$ cat src/rtl/ex_stage_pkg.sv
// Shared widths, stall encoding, func codes and the ID->EX bus layout for the execute stage.
package ex_stage_pkg;
  localparam int ID_TO_EX_WD  = 165;
  localparam int EX_TO_MEM_WD = 76;
  localparam int EX_TO_RF_BUS = 44;
  localparam int StallBus     = 6;
  localparam int DIV_CYCLES   = 32;

  localparam logic Stop   = 1'b1;
  localparam logic NoStop = 1'b0;

  localparam logic [5:0] FUNC_DIV   = 6'b011010;
  localparam logic [5:0] FUNC_DIVU  = 6'b011011;
  localparam logic [5:0] FUNC_MULT  = 6'b011000;
  localparam logic [5:0] FUNC_MULTU = 6'b011001;

  // one-hot ALU op bit positions, add in the MSB down to lui in the LSB
  localparam int ALU_ADD  = 11;
  localparam int ALU_SUB  = 10;
  localparam int ALU_SLT  = 9;
  localparam int ALU_SLTU = 8;
  localparam int ALU_AND  = 7;
  localparam int ALU_NOR  = 6;
  localparam int ALU_OR   = 5;
  localparam int ALU_XOR  = 4;
  localparam int ALU_SLL  = 3;
  localparam int ALU_SRL  = 2;
  localparam int ALU_SRA  = 1;
  localparam int ALU_LUI  = 0;

  typedef struct packed {
    logic        signed_div;
    logic [1:0]  hilo_write;
    logic        hilo_we;
    logic [1:0]  hilo_read;
    logic [31:0] pc;
    logic [31:0] inst;
    logic [11:0] alu_op;
    logic [2:0]  sel_src1;
    logic [3:0]  sel_src2;
    logic        ram_en;
    logic [3:0]  ram_wen;
    logic        rf_we;
    logic [4:0]  rf_waddr;
    logic        sel_rf_res;
    logic [31:0] rdata1;
    logic [31:0] rdata2;
  } id_ex_t;

  typedef enum logic [1:0] {DIV_IDLE, DIV_ZERO, DIV_BUSY, DIV_DONE} div_state_t;

  function automatic logic [31:0] neg_if(input logic [31:0] v, input logic n);
    return n ? (~v + 32'd1) : v;
  endfunction
endpackage

$ cat src/rtl/ex_stage_div_iter.sv
// Iterative restoring radix-2 divider; holds its result in DONE until ack so one
// instruction never launches twice.
module div_iter
  import ex_stage_pkg::*;
(
  input  logic        clk,
  input  logic        rst,
  input  logic        start,
  input  logic        is_signed,
  input  logic [31:0] dividend,
  input  logic [31:0] divisor,
  input  logic        ack,
  output logic        busy,
  output logic        done,
  output logic [31:0] quotient,
  output logic [31:0] remainder
);
  div_state_t  state, next;
  logic [31:0] rem, quo, dsr;
  logic [5:0]  cnt;
  logic        neg_q, neg_r;
  logic [32:0] trial, diff;
  logic        fits;

  assign trial = {rem, quo[31]};
  assign diff  = trial - {1'b0, dsr};
  assign fits  = trial >= {1'b0, dsr};

  always_ff @(posedge clk or posedge rst)
    if (rst) state <= DIV_IDLE;
    else     state <= next;

  always_comb begin
    next = state;
    case (state)
      DIV_IDLE: if (start) next = (divisor == 32'd0) ? DIV_ZERO : DIV_BUSY;
      DIV_ZERO: next = DIV_DONE;
      DIV_BUSY: if (cnt == 6'(DIV_CYCLES - 1)) next = DIV_DONE;
      DIV_DONE: if (ack) next = DIV_IDLE;
      default:  next = DIV_IDLE;
    endcase
  end

  always_ff @(posedge clk or posedge rst) begin
    if (rst) begin
      rem <= '0; quo <= '0; dsr <= '0; cnt <= '0; neg_q <= 1'b0; neg_r <= 1'b0;
    end else begin
      case (state)
        DIV_IDLE: if (start) begin
          rem   <= '0;
          quo   <= neg_if(dividend, is_signed & dividend[31]);
          dsr   <= neg_if(divisor, is_signed & divisor[31]);
          cnt   <= '0;
          neg_q <= is_signed & (dividend[31] ^ divisor[31]);
          neg_r <= is_signed & dividend[31];
        end
        DIV_ZERO: begin
          rem <= '0; quo <= '0; neg_q <= 1'b0; neg_r <= 1'b0;
        end
        DIV_BUSY: begin
          rem <= fits ? diff[31:0] : trial[31:0];
          quo <= {quo[30:0], fits};
          cnt <= cnt + 6'd1;
        end
        default: ;
      endcase
    end
  end

  assign busy      = (state == DIV_IDLE && start) || state == DIV_ZERO || state == DIV_BUSY;
  assign done      = state == DIV_DONE;
  assign quotient  = neg_if(quo, neg_q);
  assign remainder = neg_if(rem, neg_r);
endmodule

$ cat src/rtl/ex_stage.sv
// MIPS execute stage: ID/EX register, ALU, HI/LO, divider, data-SRAM request.
// Define EX_MULT_EN to enable single-cycle mult/multu into HI/LO.
module ex_stage
  import ex_stage_pkg::*;
(
  input  logic                    clk,
  input  logic                    rst,
  input  logic [StallBus-1:0]     stall,
  input  logic [ID_TO_EX_WD-1:0]  id_to_ex_bus,
  output logic [EX_TO_MEM_WD-1:0] ex_to_mem_bus,
  output logic [EX_TO_RF_BUS-1:0] ex_to_rf_bus,
  output logic                    stallreq_for_ex,
  output logic                    data_sram_en,
  output logic [3:0]              data_sram_wen,
  output logic [31:0]             data_sram_addr,
  output logic [31:0]             data_sram_wdata
);
  id_ex_t      ex;
  logic [31:0] hi, lo, src1, src2, alu_res, result, imm_sx, imm_zx, quotient, remainder;
  logic [5:0]  func;
  logic        special, div_present, div_done, ack, ex_adv;

  always_ff @(posedge clk or posedge rst) begin
    if (rst)                                   ex <= '0;
    else if (stall[2] == Stop && stall[3] == NoStop) ex <= '0;
    else if (stall[2] == NoStop)               ex <= id_ex_t'(id_to_ex_bus);
  end

  assign func        = ex.inst[5:0];
  assign special     = ex.inst[31:26] == 6'd0;
  assign div_present = special && (func == FUNC_DIV || func == FUNC_DIVU);
  assign ack         = stall[2] == NoStop;
  assign ex_adv      = stall[3] == NoStop;
  assign imm_sx      = {{16{ex.inst[15]}}, ex.inst[15:0]};
  assign imm_zx      = {16'd0, ex.inst[15:0]};

  assign src1 = ({32{ex.sel_src1[0]}} & ex.rdata1) | ({32{ex.sel_src1[1]}} & ex.pc)
              | ({32{ex.sel_src1[2]}} & {27'd0, ex.inst[10:6]});
  assign src2 = ({32{ex.sel_src2[0]}} & ex.rdata2) | ({32{ex.sel_src2[1]}} & imm_sx)
              | ({32{ex.sel_src2[2]}} & 32'h8) | ({32{ex.sel_src2[3]}} & imm_zx);

  always_comb begin
    alu_res = '0;
    if (ex.alu_op[ALU_ADD])  alu_res |= src1 + src2;
    if (ex.alu_op[ALU_SUB])  alu_res |= src1 - src2;
    if (ex.alu_op[ALU_SLT])  alu_res |= {31'd0, $signed(src1) < $signed(src2)};
    if (ex.alu_op[ALU_SLTU]) alu_res |= {31'd0, src1 < src2};
    if (ex.alu_op[ALU_AND])  alu_res |= src1 & src2;
    if (ex.alu_op[ALU_NOR])  alu_res |= ~(src1 | src2);
    if (ex.alu_op[ALU_OR])   alu_res |= src1 | src2;
    if (ex.alu_op[ALU_XOR])  alu_res |= src1 ^ src2;
    if (ex.alu_op[ALU_SLL])  alu_res |= src2 << src1[4:0];
    if (ex.alu_op[ALU_SRL])  alu_res |= src2 >> src1[4:0];
    if (ex.alu_op[ALU_SRA])  alu_res |= 32'($signed(src2) >>> src1[4:0]);
    if (ex.alu_op[ALU_LUI])  alu_res |= {src2[15:0], 16'd0};
  end

  div_iter u_div (
    .clk(clk), .rst(rst), .start(div_present), .is_signed(ex.signed_div),
    .dividend(ex.rdata1), .divisor(ex.rdata2), .ack(ack),
    .busy(stallreq_for_ex), .done(div_done), .quotient(quotient), .remainder(remainder)
  );

`ifdef EX_MULT_EN
  logic        mult_present, mult_signed;
  logic [63:0] mul_a, mul_b, product;
  assign mult_present = special && (func == FUNC_MULT || func == FUNC_MULTU);
  assign mult_signed  = func == FUNC_MULT;
  assign mul_a        = {{32{mult_signed & ex.rdata1[31]}}, ex.rdata1};
  assign mul_b        = {{32{mult_signed & ex.rdata2[31]}}, ex.rdata2};
  assign product      = mul_a * mul_b;
`endif

  // HI/LO commit on the edge the instruction leaves EX, so a following mfhi/mflo sees it
  always_ff @(posedge clk or posedge rst) begin
    if (rst) begin
      hi <= '0; lo <= '0;
    end else if (div_done && ack) begin
      hi <= remainder; lo <= quotient;
    end else if (ex_adv) begin
      if (ex.hilo_we && ex.hilo_write[1]) hi <= ex.rdata1;
      if (ex.hilo_we && ex.hilo_write[0]) lo <= ex.rdata1;
`ifdef EX_MULT_EN
      if (mult_present) begin
        hi <= product[63:32]; lo <= product[31:0];
      end
`endif
    end
  end

  assign result = ex.hilo_read[1] ? hi : ex.hilo_read[0] ? lo : alu_res;

  assign ex_to_mem_bus   = {ex.pc, ex.ram_en, ex.ram_wen, ex.sel_rf_res, ex.rf_we, ex.rf_waddr, result};
  assign ex_to_rf_bus    = {ex.inst[31:26], ex.rf_we, ex.rf_waddr, result};
  assign data_sram_en    = ex.ram_en;
  assign data_sram_wen   = stallreq_for_ex ? 4'd0 : ex.ram_wen;
  assign data_sram_addr  = result;
  assign data_sram_wdata = ex.rdata2;

  logic unused_bits;
  assign unused_bits = ^{stall[5:4], stall[1:0], ex.inst[25:16]};
endmodule

$ cat config.mk
export PLATFORM = sky130hd
export DESIGN_NAME = ex_stage
export DESIGN_NICKNAME = d
export VERILOG_FILES = /design/src/rtl/ex_stage_pkg.sv /design/src/rtl/ex_stage_div_iter.sv /design/src/rtl/ex_stage.sv
export SDC_FILE = /design/constraint.sdc
export NUM_CORES = 2
export LEC_CHECK = 0
export BUFFER_PORTS_ARGS = -buffer_cell sky130_fd_sc_hd__buf_4
export CAP_MARGIN = 10
export CORE_MARGIN = 2
export CORE_UTILIZATION = 54
export DETAILED_ROUTE_END_ITERATION = 10
export GPL_ROUTABILITY_DRIVEN = 1
export GPL_TIMING_DRIVEN = 0
export PLACE_DENSITY = 0.79
export SKIP_CTS_REPAIR_TIMING = 1
export SYNTH_ARGS = -nofsm -noshare
export SYNTH_HDL_FRONTEND = slang
export SYNTH_HIERARCHICAL = 1
export SYNTH_SLANG_ARGS = --single-unit
$ cat constraint.sdc
create_clock -name clk -period 8 [get_ports clk]
set_input_delay 1.2 -clock clk [delete_from_list [all_inputs] [get_ports clk]]
set_output_delay 1.2 -clock clk [all_outputs]
set_load 0.005 [all_outputs]
==> results.yml <==
drt:
  ant_nets: 0
  drt-initial-drc-count: 5880
  vias_per_cell: 7.005
  drt_wl_total_mm: 159.5
  drc_errors: 2
  wl_per_cell_um: 31.47
  vias: 35517
  first_pass_iters: 11
timing:
  tightest_slew_ns: 1.491
  setup_viol: 0
  skew_ns: 0.02838
  fmax_mhz: 126.5
  final_hold_viol_count: 0
  maxSlewHeadroom: 0.005973
  setup_ws_ns: 0.09445
  fin_crit_ns: 7.906
  fin_crit_sh: 0.9882
  slew_violations: 0
  rsz0062_at_grt: "false"
floorplan:
  num_rows: 86
  coreArea_um2: 54990
  initial_core_util: 0.5460
  io-pin-count: 363
  die-width_um: 239.8
  chipHeight_um: 239.8
  dieArea_um2: 57500
critical_path:
  crit_cells: 18
  crit_chain: "a222oi_1 -> buf_2 -> buf_4 -> inv_2 -> buf_2 -> clkbuf_1 -> ha_1 -> nor2_1 -> and3_1 -> o32ai_4 -> o21ai_1 -> o41ai_2 -> a41oi_1 -> xnor2_1 -> a22oi_1 -> a31oi_1 -> buf_4 -> buf_4"
  crit_required_ns: 6.80
  max_stage_delay_ns: 0.70
  path_max_fanout: 19
  path_common_cell: "buf_4"
  timing.critical_path.max_delay_family: "compound AO/OA/AOI/OAI gates"
  end_kind: "primary output"
  worstSetupPathType: "flop to primary output"
  crit_buf_inv: 7
  slowest_stage: "dfrtp_1"
  setup.worst_path.start_class: "flop"
  cp.arrival_ns: 6.71
  ff2ff_path_depth: 13
synth:
  synth_flop_cell: "dfrtp_1"
  async_reset_ff_frac: 1.000
  synth_nets: 4216
  yosys_warnings: 6
  syn_inst: 3898
  syn_area_um2: 30020
  synth_edf_count: 0
  ys_seq_area_frac: 0.2709
  ys_ff_latch: 325
  syn_area_per_cell_um2: 7.702
  yosysUniqueCellTypes: 102
min_path:
  worstHoldPathCells: 2
  hp-class: "flop to flop"
grt:
  globalRouteOverflowTotal: 0
  grt_usage: 0.5403
  grt_pass1_wl_mm: 225.3
  grt_pass1_vias: 33443
  antenna_found_initial: 9
  grt_max_degree: 116
clocking:
  cts_tree: "yes"
  insertion_delay_ns: 0.62
  htree_levels: 2
  clock-root-buffer: "clkbuf_16"
  cts_buffers: 38
  cts.clk_slew.worst_paths_ns: 0.06
  max-clock-path-buffers: 3
  cts_sinks: 325
outcome:
  status: "finished, violations left"
  violations: "design-rule violations"
final_layout:
  finalCoreUtilization: 0.6357
  final_cells: 5070
  areaGrowthSynthToFinish_pct: 16.43
  n_fill_cell: 4616
  final_cell_mix: "511 x buf_4, 411 x o21ai_0, 392 x nand2_1"
  nNetsFinal: 4607
  drive_gt1_frac: 0.1552
  final_common_cell: "buf_4"
placement:
  pre_cts_slack_ns: 0.1026
  dpl.cell_count: 4997
  io_buffers: 346
  hpwl_mm: 123.6
  gp_congestion: 1.103
pwr:
  total_leakage_power_nw: 16.07
  p_per_area_nw_per_um2: 288.0
  ir_drop_v: 0.0003065
run:
  cap_violations: 0
## metal layers
layer	track usage	vias to the layer above	wire (µm)
met5	0	-	62
met4	0.4614	10	17500
met3	0.1996	1036	23040
met2	0.8006	3393	65990
met1	0.6157	16544	52950
li1	-	14534	-
## worst paths after layout
kind | from | endpoint | slack, ns
worst max-delay path | ex[34] | ex_to_mem_bus[20] | 0.09
max in group asynchronous | rst | data_sram_wdata[16] | 6.08
min in group asynchronous | rst | u_div/quo[21] | 0.68
worst min-delay path | u_div/dsr[21] | u_div/dsr[21] | 0.49
worst max register to register | u_div/rem[17] | u_div/rem[9] | 3.65
worst min register to register | u_div/dsr[21] | u_div/dsr[21] | 0.49
## report_power, final
part           internal, mW  switching (mW)  leakage, nW  total [mW]
Clock                  1.03           0.802        0.627        1.83
Sequential             2.00           0.523         4.19        2.52
Combinational          2.10            3.62         11.3        5.72
Total                  5.12            4.95         16.1        10.1
## sequential cells by signal, summed over array words and instances (netlist names)
signal	flops
data_sram_en	1
data_sram_wdata	32
ex	73
ex_to_mem_bus	43
ex_to_rf_bus	6
hi	32
lo	32
u_div/cnt	6
u_div/dsr	32
u_div/neg_q	1
u_div/neg_r	1
u_div/quo	32
u_div/rem	32
u_div/state	2
## cell families (layout without fill, tap and decap cells)
kind of cell | count (synthesis) | after routing | share of synthesized area
AOI/OAI and AO/OA | 1203 | 1203 | 0.2581
xor gates and xnor gates | 185 | 185 | 0.05397
adders and majority gates | 145 | 145 | 0.06068
buffers and inverters | 717 | 1135 | 0.1112
DFF | 325 | 325 | 0.2709
muxes | 205 | 205 | 0.06948
other | 0 | 6 | 0
and+or+nand+nor | 1118 | 1118 | 0.1757
## through the flow
step / hold slack [ns] / instance area, µm² / total power, mW / setup TNS (ns)
5_1_grt: 0.5029 / 34940 / 10.39 / 0
3_3_place_gp: 0.4652 / 33550 / 7.720 / -419.96
6_report: 0.4880 / 34950 / 10.07 / 0
3_5_place_dp: 0.4707 / 33640 / 7.840 / 0
2_1_floorplan: 0.4498 / 30020 / 5.839 / 0
4_1_cts: 0.4851 / 34910 / 9.696 / -7.223
## final cells by class
class / count / area, µm² / share of cell area
antenna: 6 / 15.01 / 0.0004296
buffer: 411 / 2197 / 0.06286
clock buffer: 51 / 1080 / 0.03089
clock inverter: 16 / 191.4 / 0.005477
inverter: 304 / 1151 / 0.03293
multi-input combinational: 2856 / 18570 / 0.5311
sequential: 325 / 8133 / 0.2327
tap: 748 / 935.9 / 0.02678
timing repair buffer: 353 / 2685 / 0.07682
## synthesized netlist by cell type (28+ instances only)
master	instances	area, µm²
a22o_1	53	464.2
dfrtp_1	325	8133
clkbuf_1	183	686.9
a31oi_1	59	369.1
mux2i_1	180	1802
o21ai_0	412	2062
buf_1	46	172.7
ha_1	144	1802
a22oi_1	28	210.2
nor3_1	50	250.2
nand4_1	31	193.9
a21o_1	33	247.7
a221oi_1	32	280.3
nand2_1	392	1471
xor2_1	46	402.9
xnor2_1	139	1217
a211oi_1	43	322.8
o31ai_1	41	307.8
buf_4	162	1216
nand2b_1	36	225.2
o211ai_1	35	262.8
nand3_1	226	1131
o21a_1	43	322.8
a21oi_1	234	1171
nor2_1	207	777.0
inv_1	299	1122
## tightest hold or removal path: stages, from the launching register on
cell and delay [ns]:
dfrtp_1 0.34, nand2_1 0.05, o21ai_0 0.07
Power figures use the tool's default switching activity.
